<file path="config.mk">
export PLATFORM = sky130hd
export DESIGN_NAME = glyph_seg_drawer
export DESIGN_NICKNAME = d
export VERILOG_FILES = /design/src/rtl/glyph_pkg.sv /design/src/rtl/glyph_seg_offset.sv /design/src/rtl/glyph_seg_drawer.sv
export SDC_FILE = /design/constraint.sdc
export NUM_CORES = 1
export LEC_CHECK = 0
export ABC_AREA = 1
export CAP_MARGIN = 30
export CORE_MARGIN = 2
export CORE_UTILIZATION = 54
export DETAILED_ROUTE_END_ITERATION = 10
export GPL_ROUTABILITY_DRIVEN = 1
export GPL_TIMING_DRIVEN = 0
export PLACE_DENSITY = 0.8
export SLEW_MARGIN = 10
export SYNTH_ARGS = -nofsm -noshare
export SYNTH_HDL_FRONTEND = slang
export SYNTH_HIERARCHICAL = 1
export SYNTH_SLANG_ARGS = --single-unit
</file>
<file path="constraint.sdc">
create_clock -name clk -period 2.79 [get_ports clk]
set_input_delay 0.4185 -clock clk [delete_from_list [all_inputs] [get_ports clk]]
set_output_delay 0.4185 -clock clk [all_outputs]
set_load 0.005 [all_outputs]
</file>
<file path="src/rtl/glyph_pkg.sv">
//------------------------------------------------------------------------------
// Module   : glyph_pkg
// Purpose  : Shared definitions for the seven-segment glyph drawer: segment
//            indices in draw order, FSM state encoding and common letter masks.
// Revision : 1.0 - initial release
//------------------------------------------------------------------------------
`default_nettype none

package glyph_pkg;

  // Segment indices; the drawer walks them in ascending order.
  localparam logic [2:0] SEG_TOP  = 3'd0;
  localparam logic [2:0] SEG_UR   = 3'd1;
  localparam logic [2:0] SEG_LR   = 3'd2;
  localparam logic [2:0] SEG_BOT  = 3'd3;
  localparam logic [2:0] SEG_LL   = 3'd4;
  localparam logic [2:0] SEG_UL   = 3'd5;
  localparam logic [2:0] SEG_MID  = 3'd6;
  // One past the last segment: marks "all segments finished".
  localparam logic [2:0] SEG_DONE = 3'd7;

  typedef enum logic [1:0] {
    IDLE  = 2'd0,
    ERASE = 2'd1,
    DRAW  = 2'd2
  } state_t;

  localparam logic [6:0] GLYPH_F = 7'h71;
  localparam logic [6:0] GLYPH_E = 7'h79;
  localparam logic [6:0] GLYPH_H = 7'h76;

endpackage

`default_nettype wire

</file>
<file path="src/rtl/glyph_seg_offset.sv">
//------------------------------------------------------------------------------
// Module   : glyph_seg_offset
// Purpose  : Combinational map from (segment index, pixel index) to the pixel
//            offset (dx, dy) relative to the glyph's top-left origin.
//            L = SEG_LEN-1; the glyph is (L+1) wide and (2L+1) tall.
// Ports    : seg [2:0]        segment index (SEG_DONE gives a zero offset)
//            idx [CNT_W-1:0]  pixel index within the segment, 0..L
//            dx  [X_W-1:0]    x offset
//            dy  [Y_W-1:0]    y offset
// Revision : 1.0 - initial release
//------------------------------------------------------------------------------
`default_nettype none

module glyph_seg_offset
  import glyph_pkg::*;
#(
  parameter int X_W     = 8,
  parameter int Y_W     = 7,
  parameter int SEG_LEN = 16,
  parameter int CNT_W   = 4
) (
  input  logic [2:0]       seg,
  input  logic [CNT_W-1:0] idx,
  output logic [X_W-1:0]   dx,
  output logic [Y_W-1:0]   dy
);

  localparam int L = SEG_LEN - 1;
  localparam logic [X_W-1:0] LX  = X_W'(L);
  localparam logic [Y_W-1:0] LY  = Y_W'(L);
  localparam logic [Y_W-1:0] L2Y = Y_W'(2 * L);

  // Offsets are formed at the final coordinate widths; any overflow simply
  // wraps, matching the modular coordinate arithmetic of the drawer.
  logic [X_W-1:0] ix;
  logic [Y_W-1:0] iy;

  always_comb begin
    ix = X_W'(idx);
    iy = Y_W'(idx);
    dx = '0;
    dy = '0;
    case (seg)
      SEG_TOP: begin dx = ix; dy = '0;       end
      SEG_UR:  begin dx = LX; dy = iy;       end
      SEG_LR:  begin dx = LX; dy = LY + iy;  end
      SEG_BOT: begin dx = ix; dy = L2Y;      end
      SEG_LL:  begin dx = '0; dy = LY + iy;  end
      SEG_UL:  begin dx = '0; dy = iy;       end
      SEG_MID: begin dx = ix; dy = LY;       end
      default: begin dx = '0; dy = '0;       end
    endcase
  end

endmodule

`default_nettype wire

</file>
<file path="src/rtl/glyph_seg_drawer.sv">
//------------------------------------------------------------------------------
// Module   : glyph_seg_drawer
// Purpose  : Draws a seven-segment-style glyph at a run-time origin, one pixel
//            per clock, for the VGA adapter. Start/busy/done handshake lets a
//            top level sequence glyphs back to back.
// Ports    : clk        system clock
//            resetn     asynchronous active-low reset
//            start      request, sampled only in IDLE
//            x0, y0     glyph origin (top-left), latched on accept
//            seg_mask   segment enables (bit0 top .. bit6 middle), latched
//            colour_in  draw colour, latched
//            out_x/out_y/out_colour/plot  registered pixel stream
//            busy       high from accept until done
//            done       one-cycle completion pulse
// Options  : GLYPH_ERASE_EN - when defined, each glyph is preceded by an
//            erase pass drawing all seven segments in BG_COLOUR.
// Revision : 1.0 - initial release
//------------------------------------------------------------------------------
`default_nettype none

module glyph_seg_drawer
  import glyph_pkg::*;
#(
  parameter int X_W       = 8,
  parameter int Y_W       = 7,
  parameter int COL_W     = 3,
  parameter int SEG_LEN   = 16,
  parameter int BG_COLOUR = 0
) (
  input  logic             clk,
  input  logic             resetn,
  input  logic             start,
  input  logic [X_W-1:0]   x0,
  input  logic [Y_W-1:0]   y0,
  input  logic [6:0]       seg_mask,
  input  logic [COL_W-1:0] colour_in,
  output logic [X_W-1:0]   out_x,
  output logic [Y_W-1:0]   out_y,
  output logic [COL_W-1:0] out_colour,
  output logic             plot,
  output logic             busy,
  output logic             done
);

  localparam int CNT_W = $clog2(SEG_LEN);
  localparam logic [CNT_W-1:0] CNT_LAST = CNT_W'(SEG_LEN - 1);

  state_t           state_q, state_d;
  logic [2:0]       seg_q, seg_d;
  logic [CNT_W-1:0] cnt_q, cnt_d;
  logic [X_W-1:0]   x0_q, x0_d;
  logic [Y_W-1:0]   y0_q, y0_d;
  logic [6:0]       mask_q, mask_d;
  logic [COL_W-1:0] colour_q, colour_d;

  logic [X_W-1:0]   x_d;
  logic [Y_W-1:0]   y_d;
  logic [COL_W-1:0] col_d;
  logic             plot_d, busy_d, done_d;

  logic [X_W-1:0]   dx;
  logic [Y_W-1:0]   dy;

  glyph_seg_offset #(
    .X_W     (X_W),
    .Y_W     (Y_W),
    .SEG_LEN (SEG_LEN),
    .CNT_W   (CNT_W)
  ) u_offset (
    .seg (seg_q),
    .idx (cnt_q),
    .dx  (dx),
    .dy  (dy)
  );

  always_ff @(posedge clk or negedge resetn) begin
    if (!resetn) begin
      state_q    <= IDLE;
      seg_q      <= '0;
      cnt_q      <= '0;
      x0_q       <= '0;
      y0_q       <= '0;
      mask_q     <= '0;
      colour_q   <= '0;
      out_x      <= '0;
      out_y      <= '0;
      out_colour <= '0;
      plot       <= 1'b0;
      busy       <= 1'b0;
      done       <= 1'b0;
    end else begin
      state_q    <= state_d;
      seg_q      <= seg_d;
      cnt_q      <= cnt_d;
      x0_q       <= x0_d;
      y0_q       <= y0_d;
      mask_q     <= mask_d;
      colour_q   <= colour_d;
      out_x      <= x_d;
      out_y      <= y_d;
      out_colour <= col_d;
      plot       <= plot_d;
      busy       <= busy_d;
      done       <= done_d;
    end
  end

  always_comb begin
    state_d  = state_q;
    seg_d    = seg_q;
    cnt_d    = cnt_q;
    x0_d     = x0_q;
    y0_d     = y0_q;
    mask_d   = mask_q;
    colour_d = colour_q;
    // Coordinates and colour hold when no pixel is emitted.
    x_d      = out_x;
    y_d      = out_y;
    col_d    = out_colour;
    plot_d   = 1'b0;
    busy_d   = busy;
    done_d   = 1'b0;

    case (state_q)
      IDLE: begin
        // Also reached in the done cycle, so a start held there is accepted
        // with no gap between glyphs.
        if (start) begin
          x0_d     = x0;
          y0_d     = y0;
          mask_d   = seg_mask;
          colour_d = colour_in;
          busy_d   = 1'b1;
          seg_d    = SEG_TOP;
          cnt_d    = '0;
`ifdef GLYPH_ERASE_EN
          state_d  = ERASE;
`else
          state_d  = DRAW;
`endif
        end
      end

      ERASE: begin
        // Every segment is painted in the background colour, ignoring mask.
        plot_d = 1'b1;
        x_d    = x0_q + dx;
        y_d    = y0_q + dy;
        col_d  = COL_W'(BG_COLOUR);
        if (cnt_q == CNT_LAST) begin
          cnt_d = '0;
          if (seg_q == SEG_MID) begin
            seg_d   = SEG_TOP;
            state_d = DRAW;
          end else begin
            seg_d = seg_q + 3'd1;
          end
        end else begin
          cnt_d = cnt_q + CNT_W'(1);
        end
      end

      DRAW: begin
        if (seg_q == SEG_DONE) begin
          done_d  = 1'b1;
          busy_d  = 1'b0;
          seg_d   = SEG_TOP;
          cnt_d   = '0;
          state_d = IDLE;
        end else if (mask_q[seg_q]) begin
          plot_d = 1'b1;
          x_d    = x0_q + dx;
          y_d    = y0_q + dy;
          col_d  = colour_q;
          if (cnt_q == CNT_LAST) begin
            cnt_d = '0;
            seg_d = seg_q + 3'd1;
          end else begin
            cnt_d = cnt_q + CNT_W'(1);
          end
        end else begin
          // Disabled segment costs a single idle cycle.
          seg_d = seg_q + 3'd1;
        end
      end

      default: begin
        state_d = IDLE;
      end
    endcase
  end

endmodule

`default_nettype wire

</file>
# Word level (Yosys, flattened, before mapping)
# Cells that the tools add are included.
[classes]
n_addsub = 5
n_mul = 0
div_mod_pow = 0
order_cmp = 1
eq_ne = 18
shifts = 0
mux = 38
bitwise_logic = 0
n_reduce_logical = 15
[op_table]
columns = ["op", "count"]
rows = [
  ["7-bit case mux with 4 select lines", 1],
  ["3-bit 2-to-1 mux", 8],
  ["4-bit 2-to-1 mux", 4],
  ["8-bit 2-to-1 mux", 2],
  ["8-bit case mux with 2 select lines", 1],
  ["7-bit 2-to-1 mux", 2],
  ["7-bit case mux with 2 select lines", 1],
  ["3-bit == test (second input constant)", 4],
  ["2-bit != test (second input constant)", 6],
  ["4-bit case mux with 3 select lines", 1],
  ["3-bit case mux with 3 select lines", 1],
  ["3-bit AND reduction", 3],
  ["8-bit adder", 1],
  ["2-bit 2-to-1 mux", 4],
  ["4-bit case mux with 2 select lines", 1],
  ["4-bit AND reduction", 2],
  ["7-bit adder", 1],
  ["1-bit 2-to-1 mux", 7],
  ["3-bit by 2-bit == test with 1-bit output (second input constant)", 2],
  ["2-bit case mux with 3 select lines", 1],
  ["3-bit case mux with 2 select lines", 1],
  ["2-bit OR reduction", 3],
  ["4-bit by 4-bit adder with 5-bit output (first input constant)", 1],
  ["4-bit by 1-bit adder with 4-bit output (second input constant)", 1],
  ["16 further kinds", 18],
]
[totals]
ff_bits = 55
latch_bits = 0
ramBits = 0
mem_bits_ro = 0
in_bits = 28
out_inout_bits = 21
elab_cells = 90
n_memories = 0

# Depth between registers and ports, before layout
# Gate-level depths: netlist of the first run.
[logic_depth]
word_depth = 7
depth_mapped = 16

# Modules after synthesis
# Netlist of the first run, hierarchy kept.
[by_module_without_submodules]
columns = ["mod", "instances", "cells_per_inst", "area_per_inst_um2"]
rows = [
  ["glyph_seg_drawer", 1, 351, 2844.0],
  ["glyph_seg_offset", 1, 60, 292.8],
]

# Worst setup path after synthesis of the first run
# OpenSTA, ideal clock, no wires.
[synth_path]
kind = "register -> register"
start = "reg seg_q[0]"
end = "reg out_y[4]"
arrival_time_ps = 1944
path_slack_ps = 724
path_stages_with_launch = 14
n_path_buf = 0
synth_period_minus_slack_ps = 2066
path_cell_list = "dfrtp_1 > inv_1 > nand3_1 > nand2_2 > nand2_1 > nand3_1 > ha_1 > inv_1 > fa_1 > inv_1 > nand3_1 > nand2_1 > xnor2_1 > o21ai_2"
[synth_via]
elab_chain_len = 7
elab_cells_between_ends = 19
classes_between = "1 x add/sub; 9 x eq/ne; 6 x mux; 3 x reduce/logical"
[synth_lines]
columns = ["item", "line", "rtl"]
rows = [
  ["start, declared", "glyph_seg_drawer.sv:49", "logic [2:0] seg_q, seg_d;"],
  ["start signal, assigned", "glyph_seg_drawer.sv:93", "seg_q <= seg_d;"],
  ["3-bit by 1-bit == test with 1-bit output, or another cell as far along", "glyph_seg_offset.sv:43", "case (seg)"],
  ["2-bit OR reduction (no source line)", "-", ""],
  ["7-bit case mux with 4 select lines (*)", "glyph_seg_offset.sv:43", ""],
  ["named net dy[0]", "glyph_seg_drawer.sv:62", "logic [Y_W-1:0] dy;"],
  ["7-bit adder (*)", "glyph_seg_drawer.sv:148, glyph_seg_drawer.sv:173", ""],
  ["7-bit 2-to-1 mux", "glyph_seg_drawer.sv:170", "end else if (mask_q[seg_q]) begin"],
  ["7-bit 2-to-1 mux", "glyph_seg_drawer.sv:164", "if (seg_q == SEG_DONE) begin"],
  ["7-bit case mux with 2 select lines (*)", "glyph_seg_drawer.sv:124", "case (state_q)"],
  ["end signal, assigned", "glyph_seg_drawer.sv:100", "out_y <= y_d;"],
  ["end, declared", "glyph_seg_drawer.sv:38", "output logic [Y_W-1:0] out_y,"],
]
# The timed path passes the listed nets; every way through them passes the cells marked *. The select of a mux whose other input is x is not followed.
# A chain may end at the register's enable or synchronous reset.

# Worst setup path in the final report of the first run
# Ends and elaborated chain as after synthesis.

==> results of run 1 <==
power breakdown:
group          total (mW)  switching, mW  leakage [nW]  internal, mW
Combinational        2.98           1.72          1.39          1.26
Sequential           1.42          0.272         0.660          1.15
Clock               0.420          0.242        0.0385         0.178
worst reg2reg max path, cell delays in order, from the launching register on:
cell and delay, ns:
dfrtp_1 0.53, inv_1 0.19, nand3_1 0.14, nand2_2 0.15, nand2_1 0.06, nand3_1 0.07
ha_1 0.20, inv_1 0.07, fa_1 0.40, inv_1 0.10, nand3_1 0.07, nand2_1 0.08
xnor2_1 0.14, o21ai_2 0.08
state kept, by name, summed over array words and instances, names as in the netlist:
name,flops
out_y,7
busy,1
y0_q,7
out_x,8
seg_q,3
cnt_q,4
mask_q,7
colour_q,3
plot,1
out_colour,3
x0_q,8
done,1
logic make-up after synthesis:
kind of cell | Yosys count | synth area share
simple gates | 243 | 0.329
buf+inv | 61 | 0.0877
flops | 53 | 0.423
compound gates | 25 | 0.0535
fa+ha+maj | 19 | 0.0806
xor+xnor | 9 | 0.0251
other cells | 1 | 0.00120
worst max path at each step:
stage / start / to / slack (ns) / cells after the start
floorplan: seg_q[0] / out_y[4] / 0.72 / 13
global placement: resetn / x0_q[5] / -0.28 / 1
detailed placement: seg_q[0] / out_y[6] / 0.48 / 14
CTS: seg_q[0] / out_y[6] / 0.46 / 14
global route: seg_q[0] / out_y[6] / 0.17 / 15
finish: seg_q[0] / out_y[4] / 0.42 / 13
layout make-up:
cell class              count  area, µm²
plain buffers              14       97.6
clock buffers               7       76.3
clock inverters             1       7.51
fillers                   489       1750
inverters                  47        178
multi-input cells         302       1550
flip-flops and latches     53       1330
well taps                  72       90.1
repair buffers             49        495
per-layer routing:
metal | up-vias | routed length [µm]
met5 | - | 0
li1 | 1398 | -
met4 | 0 | 78
met3 | 5 | 220
met1 | 1210 | 3030
met2 | 60 | 3060
per-stage QoR:
step | cell area (µm²) | util | total power, mW
after detailed placement | 3740 | 0.671 | 4.41
after global placement | 3730 | 0.668 | 4.28
after global routing | 3820 | 0.686 | 5.37
final | 3820 | 0.686 | 4.82
after floorplan | 3160 | - | 3.54
after CTS | 3820 | 0.686 | 4.85
cells in the final DEF, fill, tap and decap left out, types with 7 or more instances in the layout:
cell type / instances
nand2_1: 172
ha_1: 17
nand3_1: 33
inv_1: 43
buf_4: 7
o21ai_2: 10
clkdlybuf4s50_1: 47
nor2_1: 18
dfrtp_1: 53
nand4_1: 7
==> flow_metrics.tcl, run 1 <==
set metrics [dict create \
    numPortBuffers 48 \
    root_buffer "clkbuf_8" \
    drc 0 \
    clockBufferDepth 2 \
    ys.flop_type "dfrtp_1" \
    fp.dieW_um 80.2 \
    ios 49 \
    viasPerCell 4.90 \
    max_freq_mhz 421 \
    status "finished, final reports clean" \
    critPathTopFamily "adder cells" \
    htree_levels 2 \
    grt_busiest_layer "met2" \
    ir_drop_uv 579 \
    dr.pass1.iters 4 \
    cpPeakStageDelay_ns 0.53 \
    core_region_area_um2 5570 \
    fin_ws_ns 0.416 \
    place_inst 537 \
    synth_cells 411 \
    fin_nets 519 \
    synth_edf_count 0 \
    diodes 0 \
    p_leak_nw 2.09 \
    r2r_cells 13 \
    final.period_utilization 0.851 \
    yosys_warnings 6 \
    vias 2673 \
    fin_hold_ws_ns 0.0731 \
    r2r-start "seg_q[0]" \
    async_reset_ff_frac 1.00 \
    cts_resized 0 \
    r2r_slack_ns 0.42 \
    min_path_type "in2async" \
    grtUsageTotal 0.222 \
    drtIter0Drc 134 \
    finalMaxSlewViolations 0 \
    path_clk_slew_ns 0.09 \
    routabilityCongestion 0.861 \
    cap_violations 0 \
    required_ns 2.99 \
    synth_most_common_cell "nand2_1" \
    syn-cell-area_um2 3140 \
    crit_buf_inv 3 \
    die-area_um2 6430 \
    criticalPathCategory "reg2reg" \
    final_cells 545 \
    dp.final_hpwl_um 5040 \
    chipHeight_um 80.2 \
    worstPathMaxFanout 11 \
    rsz0062_at_grt "no" \
    arrival_ns 2.57 \
    power_density_nw_per_um2 1260 \
    ys_ff_latch 53 \
    min_period_ns 2.37 \
    post_cts_buffers 0 \
    syn_to_final_growth_pct 21.9 \
    netlist_top_cells_count "172 x nand2_1, 53 x dfrtp_1, 43 x inv_1, 33 x nand3_1, 18 x nor2_1" \
    synth_area_leaders "dfrtp_1 42%, nand2_1 21%, ha_1 6.8%, nand3_1 5.3%, inv_1 5.1%" \
    drt_wl_total_um 6390 \
    setup_viol 0 \
    grtUsageMet2 0.388 \
    grt_antenna_before_repair 0 \
    clk_latency_ns 0.31 \
    synth_area_per_cell_um2 7.63 \
    clock-sinks 53 \
    gr-usage-met3 0.0303 \
    tns_ns 0 \
    synth_cell_types 28 \
    setup.worst_path.start_class "register" \
    initial_utilization 0.563 \
    ys_seq_area_frac 0.423 \
    timing_worst_slew_pin_value_ns 0.534 \
    cts_tree "done" \
    synth_top_cell_area_share 0.423 \
    cpMaxStageDelayCell "dfrtp_1" \
    grt_remaining_overflow 0 \
    relSlewSlack 0.644 \
    postCtsHoldBufs 0 \
    path_cells "inv_1 -> nand3_1 -> nand2_2 -> nand2_1 -> nand3_1 -> ha_1 -> inv_1 -> fa_1 -> inv_1 -> nand3_1 -> nand2_1 -> xnor2_1 -> o21ai_2" \
    cts-buffers-inserted 5 \
    hold_viol_final 0 \
    reg2reg_to "out_y[4]" \
    rows 27 \
    yosysTopAreaCell "dfrtp_1" \
    dp_slack_ns 0.477 \
    finClkSkew_ns 0.00987 \
    first_global_vias 2538 \
    wl_per_cell_um 11.7 \
    endpoint_kind "register" \
    drt.antenna.violating_nets 0 \
    use_met1 0.289 \
    grt_pass1_wl_um 11100 \
    drive_above_1_share 0.0973 \
    grt_max_degree 31 \
]
Note: power is estimated with default switching activity, not from simulation.
==> run 2, diff against run 1 <==
--- a/config.mk
+++ b/config.mk
@@ -5,14 +5,13 @@
 export SDC_FILE = /design/constraint.sdc
 export NUM_CORES = 1
 export LEC_CHECK = 0
-export ABC_AREA = 1
 export CAP_MARGIN = 30
 export CORE_MARGIN = 2
-export CORE_UTILIZATION = 54
+export CORE_UTILIZATION = 53
 export DETAILED_ROUTE_END_ITERATION = 10
 export GPL_ROUTABILITY_DRIVEN = 1
 export GPL_TIMING_DRIVEN = 0
-export PLACE_DENSITY = 0.8
+export PLACE_DENSITY = 0.79
 export SLEW_MARGIN = 10
 export SYNTH_ARGS = -nofsm -noshare
 export SYNTH_HDL_FRONTEND = slang
==> run 2 against run 1 <==
  * Maximum frequency shrank 10%
  * Final area shrank 2.4%
  * Global-route usage shrank 0.32 points
  * Register-to-register slack lost 0.27 ns
  * Utilization shrank 0.42 points
  * Worst setup slack lost 0.27 ns
  * Synthesized cell count shrank 34%
  * Clock power is essentially flat
  * First-iteration DRC count grew 31%
  * Critical path type unchanged
  * Largest cell class unchanged
==> flow_metrics.tcl, run 2 <==
set metrics [dict create \
    htree_levels 2 \
    syn_to_final_growth_pct 25.3 \
    synth_cells 273 \
    synth_area_leaders "dfrtp_1 45%, mux2_2 12%, ha_1 7.1%, o21ai_0 4.7%, nand2_1 2.1%" \
    first_global_vias 2226 \
    rows 27 \
    drtIter0Drc 175 \
    grtUsageTotal 0.219 \
    root_buffer "clkbuf_8" \
    clockBufferDepth 2 \
    criticalPathCategory "reg2reg" \
    yosysTopAreaCell "dfrtp_1" \
    timing_worst_slew_pin_value_ns 0.674 \
    hold_viol_final 0 \
    routabilityCongestion 0.837 \
    initial_utilization 0.544 \
    synth_top_cell_area_share 0.445 \
    max_freq_mhz 378 \
    dr.pass1.iters 4 \
    wl_per_cell_um 15.2 \
    r2r_slack_ns 0.14 \
    clock-sinks 53 \
    cpMaxStageDelayCell "fa_1" \
    rsz0062_at_grt "no" \
    cap_violations 0 \
    cts_tree "done" \
    dp_slack_ns -0.158 \
    grt_max_degree 32 \
    dp.final_hpwl_um 4680 \
    dpl_cell_area_um2 3580 \
    drt.antenna.violating_nets 0 \
    highest_layer "met4" \
    postCtsHoldBufs 0 \
    min_period_ns 2.65 \
    met2_length_um 3160 \
    ios 49 \
    p_leak_nw 1.62 \
    final_cells 412 \
    diodes 0 \
    fin_util 0.682 \
    drt_wl_total_um 6280 \
    async_reset_ff_frac 1.00 \
    drive_above_1_share 0.229 \
    viasPerCell 5.53 \
    fp.dieW_um 79.0 \
    yosys_warnings 6 \
    core_region_area_um2 5470 \
    endpoint_kind "register" \
    fin_ws_ns 0.142 \
    path_clk_slew_ns 0.09 \
    place_inst 399 \
    reg2reg_to "out_y[6]" \
    ys.flop_type "dfrtp_1" \
    setup.worst_path.start_class "register" \
    synth_cell_types 55 \
    cts-buffers-inserted 5 \
    required_ns 2.98 \
    design_area_um2 3730 \
    ir_drop_uv 685 \
    grt_pass1_wl_um 10600 \
    finalMaxSlewViolations 0 \
    netlist_top_cells_count "53 x dfrtp_1, 31 x mux2_2, 28 x o21ai_0, 17 x ha_1, 17 x nand2_1" \
    drc 0 \
    fin_nets 386 \
    fillCellCount 444 \
    chipHeight_um 79.0 \
    status "finished, final reports clean" \
    syn-cell-area_um2 2980 \
    synth_most_common_cell "dfrtp_1" \
    setup_viol 0 \
    synth_area_per_cell_um2 10.9 \
    r2r-start "cnt_q[0]" \
    fin_hold_ws_ns 0.0893 \
    worstPathMaxFanout 2 \
    relSlewSlack 0.551 \
    clk_latency_ns 0.30 \
    min_path_type "in2async" \
    tns_ns 0 \
    p_total_mw 4.89 \
    die-area_um2 6230 \
    r2r_cells 11 \
    final_common_cell "dfrtp_1" \
    synth_edf_count 0 \
    reg.largest.list "out_x (8), x0_q (8)" \
    ys_seq_area_frac 0.445 \
    arrival_ns 2.84 \
    grt_remaining_overflow 0 \
    path_cells "inv_1 -> ha_1 -> maj3_2 -> o21ai_2 -> inv_1 -> fa_1 -> nor2b_2 -> o31a_1 -> o21ai_1 -> and3_1 -> o31a_1" \
    final_cell_mix "48 x dfrtp_1, 47 x clkdlybuf4s50_1, 31 x mux2_2" \
    wl_met3_um 270 \
    ys_ff_latch 53 \
    routedLengthMet1_um 2760 \
    final.period_utilization 0.949 \
    vias 2280 \
    grt_antenna_before_repair 0 \
    power_density_nw_per_um2 1310 \
    numPortBuffers 48 \
    cpPeakStageDelay_ns 0.45 \
    finClkSkew_ns 0.00523 \
]
run 2: cell types whose count changed after synthesis, moves of 6 or more:
cell	previous run	this run
nand2_1	172	17
inv_1	43	11
mux2_2	0	31
nand3_1	33	2
o21ai_0	6	28
o21ai_2	10	0
nand4_1	7	0
nand2_2	6	0
nor2_1	18	12
nor2b_1	0	6
o21a_1	0	6
run 2: worst max path at each step:
stage / from / end / slack [ns]
after global routing: seg_q[1] / out_y[6] / 0.003
after floorplan: cnt_q[0] / out_y[6] / 0.11
after detailed placement: cnt_q[0] / out_y[6] / -0.16
final: cnt_q[0] / out_y[6] / 0.14
after global placement: resetn / done / -0.30
after CTS: seg_q[0] / out_y[6] / 0.02
run 2: worst max-delay path: cells and delay by family (launching register included):
kind	cells	cell delay [ns]
fa+ha+maj	3	1.07
compound gates	4	0.63
flops	1	0.39
simple gates	2	0.33
buf+inv	2	0.13
run 2: what timing repair did:
item                                    4_1_cts  5_1_grt
pin swaps                                     0        0
gates resized for setup                       6        6
endpoints found under the setup margin        2        3
setup buffers                                 3        3
run 2: cell families (layout without fill, tap and decap cells):
kind of cell | Yosys count | after routing | share of synthesized area
XOR/XNOR | 10 | 10 | 0.0294
multiplexers | 33 | 33 | 0.128
AND/OR/NAND/NOR | 55 | 55 | 0.0987
other | 1 | 6 | 0.00126
flip-flops | 53 | 53 | 0.445
adder cells (fa/ha/maj) | 20 | 20 | 0.0887
buffers and inverters | 27 | 89 | 0.0479
AO/OA/AOI/OAI | 74 | 74 | 0.161
run 2: per-layer routing:
metal	up-vias	GRT usage
li1	1100	-
met2	54	0.361
met3	8	0.0409
met5	-	0
met4	0	0.0655
met1	1118	0.297
run 2: report_power, final:
group / switching (mW) / internal (mW) / leakage [nW] / total [mW]
Sequential: 0.271 / 1.18 / 0.634 / 1.45
Clock: 0.243 / 0.175 / 0.0450 / 0.418
Combinational: 1.46 / 1.57 / 0.942 / 3.02
Total: 1.97 / 2.92 / 1.62 / 4.89
run 2: layout make-up:
class                      instances  area, µm²  area share
buffer                            14       92.6      0.0248
sequential                        53       1330       0.357
multi-input combinational        198       1550       0.415
clock buffer                       6       72.6      0.0194
timing repair buffer              55        541       0.145
tap                               72       90.1      0.0241
clock inverter                     2       10.0     0.00268
inverter                          12       45.0      0.0121
==> run 3, diff against run 2 <==
--- a/config.mk
+++ b/config.mk
@@ -10,7 +10,6 @@
 export CORE_UTILIZATION = 53
 export DETAILED_ROUTE_END_ITERATION = 10
 export GPL_ROUTABILITY_DRIVEN = 1
-export GPL_TIMING_DRIVEN = 0
 export PLACE_DENSITY = 0.79
 export SLEW_MARGIN = 10
 export SYNTH_ARGS = -nofsm -noshare
==> run 3 against run 2 <==
  * Wire length down 7.3%
  * Final cell count down 2.9%
  * Clock power up 4%
  * Sequential cell count unchanged
  * Critical path depth up 1
  * Via count down 2.6%
  * Register-to-register slack better by 0.03 ns
  * Hold slack better by 0.13 ns
  * Maximum frequency up 1.1%
  * Non-clock buffer count down 11
  * Highest routed layer unchanged
==> flow_metrics.tcl, run 3 (synthesis gave the netlist of run 2 again) <==
set metrics [dict create \
    dpl_cell_area_um2 3550 \
    grt_pass1_wl_um 9850 \
    vias 2221 \
    fp.dieW_um 79.0 \
    root_buffer "clkbuf_8" \
    cts-buffers-inserted 5 \
    setup_viol 0 \
    numPortBuffers 48 \
    grt_remaining_overflow 0 \
    ios 49 \
    clock-sinks 53 \
    min_path_type "in2async" \
    routabilityCongestion 0.851 \
    relSlewSlack 0.556 \
    drtIter0Drc 153 \
    dr.pass1.iters 4 \
    tns_ns 0 \
    first_global_vias 2262 \
    fin_nets 375 \
    finalMaxSlewViolations 0 \
    grt_busiest_layer "met2" \
    wl_per_cell_um 14.6 \
    chipHeight_um 79.0 \
    design_area_um2 3650 \
    rows 27 \
    grtUsageTotal 0.202 \
    rsz0062_at_grt "no" \
    clockBufferDepth 2 \
    cts_tree "done" \
    criticalPathCategory "reg2reg" \
    final_common_cell "dfrtp_1" \
    initial_utilization 0.544 \
    drt.antenna.violating_nets 0 \
    grt_antenna_before_repair 0 \
    cap_violations 0 \
    timing_worst_slew_pin_value_ns 0.666 \
    finClkSkew_ns 0.00527 \
    p_leak_nw 1.58 \
    final_cell_mix "53 x dfrtp_1, 47 x clkdlybuf4s50_1, 31 x mux2_2" \
    drt_wl_total_um 5820 \
    fin_hold_ws_ns 0.219 \
    gr-usage-met3 0.0364 \
    grtUsageMet2 0.353 \
    post_cts_buffers 0 \
    diodes 0 \
    min_period_ns 2.62 \
    core_region_area_um2 5470 \
    drive_above_1_share 0.189 \
    reg.largest.list "out_x (8), x0_q (8)" \
    power_density_nw_per_um2 1330 \
    final.period_utilization 0.939 \
    grt_max_degree 54 \
    path_clk_slew_ns 0.09 \
    viasPerCell 5.55 \
    setup.worst_path.start_class "register" \
    endpoint_kind "register" \
    htree_levels 2 \
    ir_drop_uv 717 \
    drc 0 \
    hold_viol_final 0 \
    cts_resized 0 \
    required_ns 2.98 \
    use_met1 0.243 \
    worstPathMaxFanout 9 \
    status "finished, final reports clean" \
    arrival_ns 2.81 \
    die-area_um2 6230 \
    dp.final_hpwl_um 4290 \
    postCtsHoldBufs 0 \
    syn_to_final_growth_pct 22.5 \
    clk_latency_ns 0.31 \
    max_freq_mhz 382 \
]
[run 3: changes by cell type in the layout (fill, tap and decap cells not counted), sizes merged]
cell,delta
clkinv,-2
buf,-9
clkbuf,-1
[run 3: critical path, cell delays in order, from the launching register on]
cell and delay [ns]:
dfrtp_1 0.45, inv_2 0.11, nor2_1 0.15, nor2_1 0.06, o21ai_0 0.19, ha_1 0.22
inv_1 0.06, fa_1 0.40, nor2b_1 0.16, o31a_1 0.15, o21ai_0 0.10, and3_1 0.19
o31a_1 0.27
[run 3: final cells by class]
| cell class | instances | area (µm²) |
|---|---|---|
| fillers | 474 | 1830 |
| multi-input cells | 198 | 1540 |
| flip-flops and latches | 53 | 1330 |
| repair buffers | 58 | 563 |
| well taps | 72 | 90.1 |
| clock buffers | 7 | 86.3 |
| inverters | 12 | 45.0 |
[run 3: worst paths after layout]
kind | start | endpoint | slack [ns] | depth (start not counted)
max | seg_q[2] | out_y[6] | 0.17 | 12
min | resetn | out_x[7] | 0.22 | 2
max reg2reg | seg_q[2] | out_y[6] | 0.17 | 12
min reg2reg | out_x[2] | out_x[2] | 0.49 | 2
max in group asynchronous | resetn | y0_q[0] | 2.13 | 2
min in group clk | out_x[2] | out_x[2] | 0.49 | 2
[run 3: power breakdown]
part           switching (mW)  leakage [nW]  total [mW]  internal (mW)
registers               0.260         0.641        1.43           1.17
logic                    1.41         0.893        2.98           1.57
clock network           0.239        0.0443       0.436          0.197
[run 3: per-layer routing]
| metal | share of wire | vias to the layer above |
|---|---|---|
| met1 | 0.43 | 1068 |
| li1 | - | 1082 |
| met4 | 0.031 | 0 |
| met5 | 0 | - |
| met2 | 0.49 | 55 |
| met3 | 0.042 | 16 |
[run 3: per-stage QoR]
stage | instances | total power, mW | worst slack (ns) | utilization
finish | 400 | 4.85 | 0.172 | 0.666
global route | 400 | 5.26 | 0.00392 | 0.666
CTS | 400 | 4.87 | 0.148 | 0.665
detailed placement | 393 | 4.41 | 0.167 | 0.650
global placement | 393 | 4.29 | 0.197 | 0.650
floorplan | 278 | 3.48 | 0.105 | -
